<file path="src/rtl/riscv_mem_pkg.sv">
// Shared definitions for the I/D cache memory arbiter: state encoding,
// requester IDs, default geometry and the round-robin pick.
package riscv_mem_pkg;

  localparam int ADDR_W_DEF = 28;
  localparam int LINE_W_DEF = 128;

  typedef enum logic [1:0] {
    IDLE = 2'd0,
    BUSY = 2'd1,
    DONE = 2'd2
  } arb_state_e;

  localparam logic REQ_I = 1'b0;
  localparam logic REQ_D = 1'b1;

  // On a tie the requester that did not win last time goes next.
  function automatic logic pick_winner(input logic pend_i, input logic pend_d,
                                       input logic last);
    if (pend_i && pend_d) return ~last;
    return pend_d ? REQ_D : REQ_I;
  endfunction

endpackage

</file>
<file path="src/rtl/mem_arbiter.sv">
// Two-requester (I-cache / D-cache) line arbiter in front of a single memory
// port. One transaction at a time: IDLE -> BUSY -> DONE -> IDLE.
module mem_arbiter
  import riscv_mem_pkg::*;
#(
  parameter int ADDR_W = ADDR_W_DEF,
  parameter int LINE_W = LINE_W_DEF
) (
  input  logic              clk,
  input  logic              rst_n,
  input  logic              i_read,
  input  logic              i_write,
  input  logic [ADDR_W-1:0] i_addr,
  input  logic [LINE_W-1:0] i_wdata,
  output logic [LINE_W-1:0] i_rdata,
  output logic              i_ready,
  input  logic              d_read,
  input  logic              d_write,
  input  logic [ADDR_W-1:0] d_addr,
  input  logic [LINE_W-1:0] d_wdata,
  output logic [LINE_W-1:0] d_rdata,
  output logic              d_ready,
  output logic              mem_read,
  output logic              mem_write,
  output logic [ADDR_W-1:0] mem_addr,
  output logic [LINE_W-1:0] mem_wdata,
  input  logic [LINE_W-1:0] mem_rdata,
  input  logic              mem_ready
);

  arb_state_e        state_q;
  logic              win_q, last_q;
  logic              mem_read_q, mem_write_q;
  logic [ADDR_W-1:0] mem_addr_q;
  logic [LINE_W-1:0] mem_wdata_q;
  logic [LINE_W-1:0] i_rdata_q, d_rdata_q;
  logic              i_ready_q, d_ready_q;

  logic              pend_i, pend_d, win_d, wr_d;
  logic [ADDR_W-1:0] addr_d;
  logic [LINE_W-1:0] wdata_d;

  assign pend_i  = i_read | i_write;
  assign pend_d  = d_read | d_write;
  assign win_d   = pick_winner(pend_i, pend_d, last_q);
  // Write takes priority when a requester raises both read and write.
  assign wr_d    = (win_d == REQ_D) ? d_write : i_write;
  assign addr_d  = (win_d == REQ_D) ? d_addr  : i_addr;
  assign wdata_d = (win_d == REQ_D) ? d_wdata : i_wdata;

  always_ff @(posedge clk or negedge rst_n) begin
    if (!rst_n) begin
      state_q     <= IDLE;
      win_q       <= REQ_I;
      last_q      <= REQ_I;
      mem_read_q  <= 1'b0;
      mem_write_q <= 1'b0;
      mem_addr_q  <= '0;
      mem_wdata_q <= '0;
      i_rdata_q   <= '0;
      d_rdata_q   <= '0;
      i_ready_q   <= 1'b0;
      d_ready_q   <= 1'b0;
    end else begin
      case (state_q)
        IDLE: begin
          if (pend_i || pend_d) begin
            win_q       <= win_d;
            last_q      <= win_d;
            mem_read_q  <= ~wr_d;
            mem_write_q <= wr_d;
            mem_addr_q  <= addr_d;
            mem_wdata_q <= wdata_d;
            state_q     <= BUSY;
          end
        end
        BUSY: begin
          if (mem_ready) begin
            if (mem_read_q) begin
              if (win_q == REQ_D) d_rdata_q <= mem_rdata;
              else                i_rdata_q <= mem_rdata;
            end
            mem_read_q  <= 1'b0;
            mem_write_q <= 1'b0;
            i_ready_q   <= (win_q == REQ_I);
            d_ready_q   <= (win_q == REQ_D);
            state_q     <= DONE;
          end
        end
        DONE: begin
          i_ready_q <= 1'b0;
          d_ready_q <= 1'b0;
          state_q   <= IDLE;
        end
        default: begin
          mem_read_q  <= 1'b0;
          mem_write_q <= 1'b0;
          i_ready_q   <= 1'b0;
          d_ready_q   <= 1'b0;
          state_q     <= IDLE;
        end
      endcase
    end
  end

  assign i_rdata   = i_rdata_q;
  assign d_rdata   = d_rdata_q;
  assign i_ready   = i_ready_q;
  assign d_ready   = d_ready_q;
  assign mem_read  = mem_read_q;
  assign mem_write = mem_write_q;
  assign mem_addr  = mem_addr_q;
  assign mem_wdata = mem_wdata_q;

endmodule

</file>
<file path="config.mk">
export PLATFORM = sky130hd
export DESIGN_NAME = mem_arbiter
export DESIGN_NICKNAME = d
export VERILOG_FILES = /design/src/rtl/riscv_mem_pkg.sv /design/src/rtl/mem_arbiter.sv
export SDC_FILE = /design/constraint.sdc
export NUM_CORES = 1
export LEC_CHECK = 0
export BUFFER_PORTS_ARGS = -buffer_cell sky130_fd_sc_hd__buf_2
export CAP_MARGIN = 20
export CELL_PAD_IN_SITES_DETAIL_PLACEMENT = 0
export CELL_PAD_IN_SITES_GLOBAL_PLACEMENT = 2
export CORE_AREA = 8 8 333 335
export DETAILED_ROUTE_END_ITERATION = 6
export DIE_AREA = 0 0 341 343
export MAX_ROUTING_LAYER = met4
export PLACE_DENSITY_LB_ADDON = 0.1
export RECOVER_POWER = 25
export SYNTH_ARGS = -nofsm -noshare
export SYNTH_HDL_FRONTEND = slang
export SYNTH_SLANG_ARGS = --single-unit
</file>
<file path="constraint.sdc">
create_clock -name clk -period 1.5 [get_ports clk]
set_input_delay 0.15 -clock clk [delete_from_list [all_inputs] [get_ports clk]]
set_output_delay 0.15 -clock clk [all_outputs]
set_load 0.01 [all_outputs]
</file>
==> impl_metrics.py <==
metrics = {
    "outcome": {
        "status": "finished with violations",
        "violations": "setup timing",
    },
    "synthesis": {
        "ys.flop_type": "dfrtp_1",
        "async_flop_share_pct": 100,
        "yosys_warnings": 0,
        "ys_top_cells_by_area": "dfrtp_1 (55%), mux2_2 (15%), a21oi_1 (8.2%)",
        "synth_cells": 1667,
        "synth_top_cells_by_count": "dfrtp_1 (419), a21oi_1 (314), o21ai_0 (314)",
        "synth_top_area_share_pct": 55.0,
        "netlist.top_cell.by_area": "dfrtp_1",
        "synth.avg_cell_area_sq_um": 11.4,
        "synth_cell_types": 24,
        "yosysSeqAreaShare_pct": 55.0,
        "netlist_area_sq_um": 19100,
        "syn_nets": 2114,
        "synth_edf_count": 0,
        "ys_ff_latch": 419,
        "synth_most_common_cell": "dfrtp_1",
    },
    "timing": {
        "setup_viol": 412,
        "finalHoldViolCount": 0,
        "setup_slack_ns": -0.145,
        "max-slew-margin-rel_pct": 45.2,
        "max_clock_freq_ghz": 0.608,
        "period_share_pct": 110,
        "finalSetupTns_ns": -35.30,
        "min_period_ns": 1.65,
        "whs_ns": 0.0554,
        "clock_skew_ns": 0.0171,
        "worst_pin_slew_ns": 0.821,
        "grt_setup_unrepaired": "true",
        "slew_violations": 0,
    },
    "floorplan": {
        "initial_core_util_pct": 18.0,
        "die_h_um": 343,
        "ios": 863,
        "num_rows": 120,
        "coreArea_sq_um": 106000,
        "die_area_sq_um": 117000,
        "die_w_um": 341,
    },
    "critical_path": {
        "cp.arrival_ns": 2.14,
        "criticalPathCategory": "register to register",
        "reg2reg_from": "last_q$_DFFE_PN0P_",
        "reg2reg_slack_ns": -0.15,
        "cp_common_cell": "clkbuf_16",
        "worstPathRequired_ns": 2.00,
        "crit_start": "last_q$_DFFE_PN0P_",
        "max_stage_delay_ns": 0.47,
        "ff2ff_path_depth": 6,
        "critPathLaunchType": "register",
        "slowest_stage": "dfrtp_2",
        "crit_path_cell_trace": "o21a_4, buf_12, clkbuf_16, clkbuf_16, o21ai_0, a21oi_2",
        "critPathMaxFanout": 8,
        "cp-end-kind": "register",
        "r2r-end": "mem_wdata[64]$_DFFE_PN0P_",
    },
    "clocking": {
        "tritoncts": "yes",
        "cts_made_buffers": 56,
        "clockBufferDepth": 3,
        "clock-sinks": 419,
        "clock_latency_ns": 0.63,
        "clock-root-buffer": "clkbuf_16",
        "cts.clk_slew.worst_paths_ns": 0.06,
        "h-tree-depth": 2,
    },
    "power_and_ir_drop": {
        "peakVddDrop_uv": 1110,
        "total_power_mw": 68.5,
        "p_leak_nw": 16.6,
        "cellPowerDensity_nw_per_um2": 2000,
    },
    "placement": {
        "hpwl_um": 80600,
        "gp_congestion": 0.783,
        "dpl_worst_slack_ns": -0.208,
        "placed_cells": 3902,
        "port_buffers": 862,
        "place_area_sq_um": 26200,
    },
    "cells_and_area": {
        "drive_above_1_share_pct": 48.0,
        "multi_input_area_sq_um": 7950,
        "nFillCells": 11000,
        "area.growth.synth_to_final_pct": 80.0,
        "design_area_sq_um": 34300,
        "fin_nets": 3512,
        "area.sequential_sq_um": 10500,
        "final_cells": 4543,
        "final_core_util_pct": 32.4,
    },
    "hold_path": {
        "min_to": "mem_wdata[6]$_DFFE_PN0P_",
        "hold_class": "input pin to register",
        "min_path_cells": 4,
        "hp-start": "d_wdata[6]",
    },
    "global_route": {
        "grt_overflow": 0,
        "grt_max_degree": 68,
        "antenna_found_initial": 28,
        "grt_pass1_wl_um": 156000,
        "grt_pass1_vias": 21900,
        "track_usage_pct": 18.3,
    },
    "routing": {
        "dr.pass1.iters": 5,
        "vias_per_cell": 4.32,
        "routedWlPerCell_um": 24.4,
        "drc": 0,
        "vias": 19600,
        "ant_nets": 0,
        "drt_wl_total_um": 111000,
        "initialDrtViolationCount": 714,
    },
    "flow_run": {
        "maxCapViolCount": 0,
    },
}
## layout by cell type, fill, tap and decap left out, types with 11 or more instances in the layout
| cell type | instances |
|---|---|
| dlygate4sd3_1 | 438 |
| diode_2 | 30 |
| buf_2 | 859 |
| clkbuf_16 | 71 |
| clkinv_2 | 15 |
| buf_16 | 29 |
| buf_4 | 87 |
| clkbuf_8 | 11 |
| o21ai_1 | 22 |
| mux2_2 | 257 |
| o211a_1 | 155 |
| o21ai_0 | 278 |
| buf_6 | 19 |
| clkbuf_2 | 11 |
| o21ai_2 | 14 |
| a21oi_2 | 31 |
| buf_12 | 50 |
| buf_8 | 11 |
| a21oi_1 | 283 |
| dfrtp_1 | 418 |
## logic make-up after synthesis
kind of cell,Yosys count,synth area share (%)
simple gates,17,0.446
mux,259,15.3
flops,419,55.0
compound gates,787,24.8
buf+inv,185,4.48
## worst max path at each step
stage	to	slack (ns)	cells past startpoint
final	mem_wdata[64]$_DFFE_PN0P_	-0.15	6
after global routing	i_rdata[64]$_DFFE_PN0P_	-0.23	5
after CTS	i_rdata[29]$_DFFE_PN0P_	-0.18	5
after detailed placement	mem_wdata[100]$_DFFE_PN0P_	-0.21	6
after global placement	i_rdata[68]$_DFFE_PN0P_	-0.20	5
after floorplan	d_rdata[107]$_DFFE_PN0P_	-0.03	5
## layout make-up
cell class,count,area share (%)
Sequential cell,419,30.6
Clock buffer,75,4.61
Clock inverter,28,1.20
Inverter,2,0.0219
Timing Repair Buffer,1523,35.1
Tap cell,1403,5.11
Multi-Input combinational cell,1063,23.2
Antenna cell,30,0.219
## per-layer routing
layer | GRT usage, % | up-vias | routed length (um)
met3 | 5.49 | 102 | 7920
met1 | 20.9 | 9875 | 44500
li1 | - | 9038 | -
met4 | 3.99 | 0 | 2380
met5 | - | - | 0
met2 | 31.7 | 617 | 56100
## flip-flops by register name, summed over array words and instances, names as in the netlist
signal	flops
mem_addr	28
i_rdata	128
last_q	1
mem_read	1
i_ready	1
d_rdata	128
mem_wdata	128
state_q	2
d_ready	1
mem_write	1
## where the power goes
part | internal [mW] | switching, mW | leakage [nW]
combinational | 16.5 | 17.1 | 10.6
clock | 8.95 | 5.66 | 0.990
sequential | 17.0 | 3.21 | 5.00
total | 42.5 | 26.0 | 16.6
## what timing repair did
item,in CTS,in global routing
hold buffers,439,0
pin swaps,77,25
endpoints found under the hold margin,836,0
setup endpoints to repair,413,418
cloned,22,18
setup buffers,26,7
resized for setup,97,73
## critical path: cells and delay by family (launching register included)
| kind | cells | cell delay (ns) |
|---|---|---|
| buf+inv | 3 | 0.52 |
| compound gates | 3 | 0.49 |
| flops | 1 | 0.47 |
No activity file was read; power rests on OpenSTA's default activity.
